File: config.mk
export PLATFORM = sky130hd
export DESIGN_NAME = pipe_stage_reg
export DESIGN_NICKNAME = d
export VERILOG_FILES = /design/src/rtl/pipe_stage_reg.sv
export SDC_FILE = /design/constraint.sdc
export NUM_CORES = 1
export LEC_CHECK = 0
export BUFFER_PORTS_ARGS = -buffer_cell sky130_fd_sc_hd__buf_2
export CELL_PAD_IN_SITES_DETAIL_PLACEMENT = 0
export CELL_PAD_IN_SITES_GLOBAL_PLACEMENT = 1
export CORE_ASPECT_RATIO = 1.5
export CORE_MARGIN = 10
export CORE_UTILIZATION = 26
export DETAILED_ROUTE_END_ITERATION = 10
export GPL_ROUTABILITY_DRIVEN = 1
export PLACE_DENSITY_LB_ADDON = 0.1
export SYNTH_ARGS = -nofsm -noshare
export SYNTH_HDL_FRONTEND = slang
export SYNTH_SLANG_ARGS = --single-unit
File: constraint.sdc
create_clock -name clk -period 1 [get_ports clk]
set_input_delay 0.2 -clock clk [delete_from_list [all_inputs] [get_ports clk]]
set_output_delay 0.2 -clock clk [all_outputs]
set_load 0.03 [all_outputs]
File: src/rtl/pipe_stage_reg.sv
// Generic inter-stage pipeline register: valid bit, flush-over-stall priority, carry-back field and saturating hold counter.
// Optional stall/bubble performance counters are built only when PIPE_STAGE_PERF_CNT_EN is defined.
module pipe_stage_reg #(
   parameter int unsigned                 PAYLOAD_W   = 64,
   parameter int unsigned                 CARRY_W     = 66,
   parameter logic [PAYLOAD_W-1:0]        NOP_PAYLOAD = '0,
   parameter int unsigned                 STALL_W     = 6,
   parameter int unsigned                 STAGE_IDX   = 3,
   parameter int unsigned                 HOLD_CNT_W  = 4
) (
   input  logic                  clk,
   input  logic                  rst,
   input  logic [STALL_W-1:0]    stall,
   input  logic                  flush,
   input  logic                  in_valid,
   input  logic [PAYLOAD_W-1:0]  in_payload,
   input  logic [CARRY_W-1:0]    carry_i,
   output logic                  out_valid,
   output logic [PAYLOAD_W-1:0]  out_payload,
   output logic [CARRY_W-1:0]    carry_o,
   output logic [HOLD_CNT_W-1:0] hold_cnt,
   output logic [31:0]           perf_stall,
   output logic [31:0]           perf_bubble
);

   logic s_self;
   logic s_next;
   logic is_bubble;
   logic is_capture;
   logic hold_sat;
   logic unused_stall;

   assign s_self     = stall[STAGE_IDX];
   assign s_next     = stall[STAGE_IDX+1];
   assign is_bubble  = s_self & ~s_next;
   assign is_capture = ~s_self;
   assign hold_sat   = &hold_cnt;

   // Only two bits of the shared stall vector matter to this stage.
   assign unused_stall = ^stall;

   always_ff @(posedge clk) begin
      if (rst) begin
         out_valid   <= 1'b0;
         out_payload <= NOP_PAYLOAD;
         carry_o     <= '0;
         hold_cnt    <= '0;
      end else if (flush) begin
         out_valid   <= 1'b0;
         out_payload <= NOP_PAYLOAD;
         carry_o     <= '0;
         hold_cnt    <= '0;
      end else if (is_bubble) begin
         out_valid   <= 1'b0;
         out_payload <= NOP_PAYLOAD;
         carry_o     <= carry_i;
         hold_cnt    <= '0;
      end else if (is_capture) begin
         out_valid   <= in_valid;
         out_payload <= in_valid ? in_payload : NOP_PAYLOAD;
         carry_o     <= '0;
         hold_cnt    <= '0;
      end else begin
         if (!hold_sat) begin
            hold_cnt <= hold_cnt + 1'b1;
         end
      end
   end

`ifdef PIPE_STAGE_PERF_CNT_EN
   logic [31:0] perf_stall_q;
   logic [31:0] perf_bubble_q;

   // Flush cycles still count as stall cycles but never as bubbles.
   always_ff @(posedge clk) begin
      if (rst) begin
         perf_stall_q  <= '0;
         perf_bubble_q <= '0;
      end else begin
         if (s_self) begin
            perf_stall_q <= perf_stall_q + 32'd1;
         end
         if (!flush && is_bubble) begin
            perf_bubble_q <= perf_bubble_q + 32'd1;
         end
      end
   end

   assign perf_stall  = perf_stall_q;
   assign perf_bubble = perf_bubble_q;
`else
   assign perf_stall  = 32'h0;
   assign perf_bubble = 32'h0;
`endif

endmodule
==> results.yml, run 1 <==
worst_setup_path:
  crit_path_start: "carry_o[1]"
  path_cells: "buf_6"
  cp_data_arrival_time_ns: 0.90
  critPathSlowestCell: "dfxtp_2"
  slowest_delay_ns: 0.36
  start_kind: "flop"
  critical_path_required_ns: 0.80
  crit_type: "reg -> out"
  crit_buf_inv: 1
  crit_family: "flip-flops"
  r2r_start: "hold_cnt[1]"
  path_max_fanout: 2
  endpoint_kind: "output port"
sta:
  tightest_slew_ns: 0.562
  rsz0062_at_grt: "yes"
  fmax_ghz: 0.909
  period_needed_ns: 1.10
  slew_violations: 0
  finalWorstSetupSlack_ns: -0.100
  finalSetupTns_ns: -9.51
  slew_headroom: 0.625
  finalSetupViolCount: 137
  skew_ns: 0.000830
  hold_viol: 0
  finalCritPeriodShare: 1.10
  timing.hold.ws_ns: 0.0207
placement:
  io_buffers: 270
  dp_cells: 919
  place_ws_ns: -0.267
  dpl.hpwl_um: 13200
  place_congestion: 0.724
  placed_area_sq_um: 6210
drt:
  via_per_inst: 4.41
  drc: 0
  drtAntennaViolNets: 0
  wl_um: 18700
  first_iter_violations: 183
  vias: 4654
  firstDrtPassIters: 4
  wl_per_cell_um: 17.7
run_status:
  violations: "negative setup slack"
  outcome: "finished, violations left"
logic_synthesis:
  ys_seq_area_frac: 0.564
  synth_area_sq_um: 4790
  syn_inst: 452
  synth_area_leaders: "dfxtp_1 (56%), a22o_1 (12%), buf_4 (11%)"
  ys_types: 21
  synth_top_area_share: 0.564
  synth_seq_cells: 135
  ys.warnings.count: 0
  syn_avg_cell_area_sq_um: 10.6
  synth.largest_area_cell: "dfxtp_1"
die:
  start_util: 0.266
  die-area_sq_um: 24400
  core_sq_um: 18000
  boundaryPins: 339
  die_y_um: 186
  num_rows: 60
  die_x_um: 131
cts:
  cts_buffers: 17
  clk_path_buf_depth: 2
  cts_max_level: 4
  cts_tree: "done"
  clock-sinks: 135
  cts_root_buf: "clkbuf_16"
  clkTransAtPathRegs_ns: 0.06
  clock_latency_ns: 0.40
power_and_ir_drop:
  powerDensity_nw_per_um2: 1530
  vdd_drop_max_mv: 0.738
  leakage_nw: 4.01
grt:
  antenna_found_initial: 6
  grt_use_total: 0.146
  grt_pass1_vias: 5033
  grt_overflow: 0
  grt_max_degree: 67
  grt_pass1_wl_um: 27700
cells_and_area:
  fin_nets: 963
  syn_to_final_growth_pct: 83.6
  fin_area_sq_um: 8800
  layout-drive-gt1-share: 0.581
  instances_no_fill: 1056
flow_run:
  maxCapViolations: 0
worst_hold_path:
  worstHoldStart: "in_payload[53]"
  hold_class: "in -> reg"
-- cell families (layout without fill, tap and decap cells) --
logic type | count (synthesis) | count (layout) | synth area share
simple gates | 81 | 81 | 0.0673
compound gates | 133 | 133 | 0.225
fa+ha+maj | 1 | 1 | 0.00261
xor+xnor | 1 | 1 | 0.00183
other cells | 1 | 68 | 0.000782
flops | 135 | 135 | 0.564
mux | 1 | 1 | 0.00209
buf+inv | 99 | 419 | 0.137
-- sequential cells by signal, indices dropped and copies added, names as in the netlist --
register     count
out_payload     64
carry_o         66
hold_cnt         4
out_valid        1
-- synthesized netlist by cell type --
| library cell | instances |
|---|---|
| buf_2 | 23 |
| buf_4 | 68 |
| nand3_1 | 3 |
| nor2_1 | 71 |
| nand2b_1 | 1 |
| a211oi_1 | 1 |
| nor3_1 | 1 |
| a22o_1 | 66 |
| a31oi_1 | 1 |
| nand2_1 | 2 |
| and3_1 | 1 |
| clkbuf_1 | 8 |
| mux2i_1 | 1 |
| a22oi_1 | 64 |
| a21oi_1 | 1 |
| nor3_2 | 1 |
| xnor2_1 | 1 |
| ha_1 | 1 |
| conb_1 | 1 |
| dfxtp_1 | 135 |
| nor2b_1 | 1 |
-- what timing repair did --
action / in CTS / in global routing
endpoints found under the setup margin: 135 / 139
endpoints found under the hold margin: 74 / 0
gates resized for setup: 405 / 3
buffers inserted: 18 / 9
pin swaps: 0 / 5
hold buffers: 74 / 0
-- where the power goes --
group | switching (W) | leakage, nW | total, W | internal (W)
logic | 0.000945 | 2.56 | 0.00167 | 0.000720
registers | 0.0000690 | 1.16 | 0.00555 | 0.00548
clock network | 0.00233 | 0.296 | 0.00629 | 0.00396
-- cell type report --
class	instances	area (sq um)
fillers	1684	9220
repair buffers	387	3320
clock buffers	22	485
clock inverters	10	118
multi-input cells	281	1720
flip-flops and latches	135	2880
well taps	217	272
diodes	4	10.0
-- layout by cell type (no fill, tap or decap), types with 3 or more instances in the layout --
| master | instances |
|---|---|
| a22oi_1 | 64 |
| diode_2 | 4 |
| buf_2 | 135 |
| dfxtp_4 | 4 |
| dlygate4sd3_1 | 74 |
| conb_1 | 64 |
| buf_4 | 37 |
| clkbuf_16 | 18 |
| dfxtp_2 | 131 |
| clkinv_4 | 3 |
| nor2_1 | 71 |
| buf_12 | 4 |
| a22o_1 | 66 |
| buf_6 | 137 |
| clkinv_2 | 3 |
-- worst paths after layout --
check | slack [ns] | end | cells past startpoint
worst max-delay path | -0.10 | carry_o[1] | 1
worst min-delay path | 0.02 | out_payload[53] | 3
worst max register to register | -0.06 | hold_cnt[1] | 5
worst min register to register | 0.48 | carry_o[56] | 1
-- layer usage --
metal / wire (um) / track usage
met1: 6690 / 0.151
met5: 34 / 0
met4: 270 / 0.0504
met3: 2240 / 0.0728
met2: 9510 / 0.249
-- through the flow --
stage           util  power [W]
2_1_floorplan      -    0.00662
3_3_place_gp   0.345    0.00690
3_5_place_dp   0.345    0.00692
4_1_cts        0.483     0.0137
5_1_grt        0.489     0.0141
6_report       0.489     0.0135
Power figures use the tool's default switching activity.
==> run 2, diff against run 1 <==
--- a/config.mk
+++ b/config.mk
@@ -12,3 +12,4 @@
 export CORE_MARGIN = 10
-export CORE_UTILIZATION = 26
+export CORE_UTILIZATION = 27
+export CTS_BUF_LIST = sky130_fd_sc_hd__clkbuf_4
 export DETAILED_ROUTE_END_ITERATION = 10
@@ -16,2 +17,3 @@
 export PLACE_DENSITY_LB_ADDON = 0.1
+export REMOVE_ABC_BUFFERS = 1
 export SYNTH_ARGS = -nofsm -noshare
==> constraint.sdc (replaced) <==
create_clock -name clk -period 1 [get_ports clk]
set_input_delay 0.1 -clock clk [delete_from_list [all_inputs] [get_ports clk]]
set_output_delay 0.1 -clock clk [all_outputs]
set_load 0.03 [all_outputs]
==> run 2 against run 1 <==
The run still ends with negative setup slack left. Sequential power about the same. Combinational power increased by 10%. Routed wire length decreased by 4.0%. Via count increased by 1.7%. Clock power decreased by 45%. Largest power group is now sequential cells.
==> results.yml, run 2 (same netlist as run 1, synthesis figures left out) <==
power_and_ir_drop:
  powerDensity_nw_per_um2: 1210
  vdd_drop_max_mv: 0.718
  leakage_nw: 4.03
worst_setup_path:
  endpoint_kind: "flop"
  cp_data_arrival_time_ns: 1.58
  critical_path_required_ns: 1.39
  crit_buf_inv: 1
  crit_family: "flip-flops"
  worstReg2RegEnd: "hold_cnt[1]"
  path_cells: "buf_4 -> ha_1 -> nand3_2 -> mux2i_1 -> nor2_1"
  r2r_start: "hold_cnt[0]"
  critPathSlowestCell: "dfxtp_2"
  r2r_setup_slack_ns: -0.19
  reg2reg_depth: 5
  slowest_delay_ns: 0.34
  path_max_fanout: 2
  crit_type: "reg -> reg"
  start_kind: "flop"
die:
  num_rows: 59
  die_y_um: 183
  core_sq_um: 17400
  boundaryPins: 339
  die-area_sq_um: 23600
  start_util: 0.275
  die_x_um: 129
drt:
  drtAntennaViolNets: 0
  via_per_inst: 4.33
  wl_met1_um: 6980
  wl_per_cell_um: 16.4
  vias: 4734
  drc: 0
  wl_met2_um: 8980
  wl_um: 18000
  highest_layer: "met4"
  first_iter_violations: 167
  wl_met3_um: 1950
  firstDrtPassIters: 4
flow_run:
  maxCapViolations: 0
cts:
  cts_tree: "done"
  clock_latency_ns: 0.49
  cts_buffers: 17
  clkTransAtPathRegs_ns: 0.12
  cts_root_buf: "clkbuf_4"
  cts_max_level: 4
  clk_path_buf_depth: 2
  clock-sinks: 135
sta:
  period_needed_ns: 1.19
  hold_viol: 0
  fmax_ghz: 0.842
  timing.hold.ws_ns: 0.137
  rsz0062_at_grt: "yes"
  slew_violations: 0
  finalSetupViolCount: 139
  skew_ns: 0.000362
  finalCritPeriodShare: 1.19
  finalSetupTns_ns: -11.74
  finalWorstSetupSlack_ns: -0.187
cells_and_area:
  utilization: 0.514
  largestRegisters: "carry_o x66, out_payload x64, hold_cnt x4"
  final_cell_mix: "buf_6 (137), buf_2 (135), dfxtp_2 (133)"
  layout-drive-gt1-share: 0.539
  final_common_cell: "buf_6"
  instances_no_fill: 1094
  syn_to_final_growth_pct: 86.9
  largest_reg_flops: 66
  regMostFlops: "carry_o"
  fin_nets: 1006
placement:
  dp_cells: 918
  place_congestion: 0.725
  dpl.hpwl_um: 12500
  io_buffers: 270
worst_hold_path:
  min_to: "hold_cnt[3]"
  whs_path_depth: 5
  worstHoldStart: "rst"
  hold_class: "in -> reg"
grt:
  grt_use_total: 0.146
  antenna_found_initial: 3
  grt_max_degree: 67
  grt_pass1_wl_um: 28000
  grt_pass1_vias: 5273
  grt_overflow: 0
run_status:
  outcome: "finished, violations left"
  violations: "negative setup slack"
[run 2: cell count changes in the layout (fill, tap and decap cells not counted), moves of 3 or more]
cell           previous run  this run
clkinv_2                  3         0
buf_4                    37        19
dlygate4sd3_1            74       132
buf_12                    4         7
clkinvlp_4                1         4
clkbuf_16                18         0
clkbuf_4                  0        20
[run 2: layer usage]
metal | track usage | vias up
li1 | - | 2313
met4 | 0.0434 | 0
met5 | 0 | -
met3 | 0.0739 | 7
met1 | 0.156 | 2212
met2 | 0.247 | 202
[run 2: worst max path at each step]
stage                            from  slack (ns)        endpoint  cells past startpoint
final                     hold_cnt[0]       -0.19     hold_cnt[1]                      5
after global routing      hold_cnt[1]       -0.27     hold_cnt[1]                      2
after CTS                 hold_cnt[1]       -0.25     hold_cnt[1]                      2
after detailed placement     stall[3]       -0.16     carry_o[59]                      5
after global placement       stall[4]       -0.10     carry_o[23]                      5
after floorplan              stall[3]       -1.66  out_payload[0]                      3
[run 2: metrics by stage]
step | power, W | setup slack (ns) | instance area [sq um]
detailed placement | 0.00693 | -0.162 | 6240
floorplan | 0.00636 | -1.66 | 4370
finish | 0.0109 | -0.187 | 8960
global placement | 0.00693 | -0.102 | 6240
CTS | 0.0110 | -0.249 | 8920
global route | 0.0114 | -0.271 | 8960
[run 2: worst register-to-register path: stages, from the launching register on]
cell     delay (ns)
dfxtp_2        0.34
buf_4          0.12
ha_1           0.22
nand3_2        0.11
mux2i_1        0.24
nor2_1         0.06
[run 2: where the power goes]
group / switching, W / leakage, nW / internal [W]
Sequential: 0.0000702 / 1.16 / 0.00548
Clock: 0.00212 / 0.137 / 0.00135
Combinational: 0.000973 / 2.74 / 0.000869
[run 2: area by class of cell]
| type | instances | area (sq um) |
|---|---|---|
| timing repair buffer | 430 | 3820 |
| clock buffer | 20 | 150 |
| tap | 213 | 267 |
| sequential | 135 | 2880 |
| clock inverter | 12 | 121 |
| multi-input combinational | 281 | 1710 |
| fill | 1534 | 8460 |
| antenna | 3 | 7.51 |
[run 2: timing repair]
item | CTS | global route
pin swaps | 2 | 0
endpoints found under the setup margin | 137 | 139
hold buffers | 132 | 0
setup buffers | 8 | 1
hold endpoints to repair | 134 | 0
gates resized for setup | 410 | 4
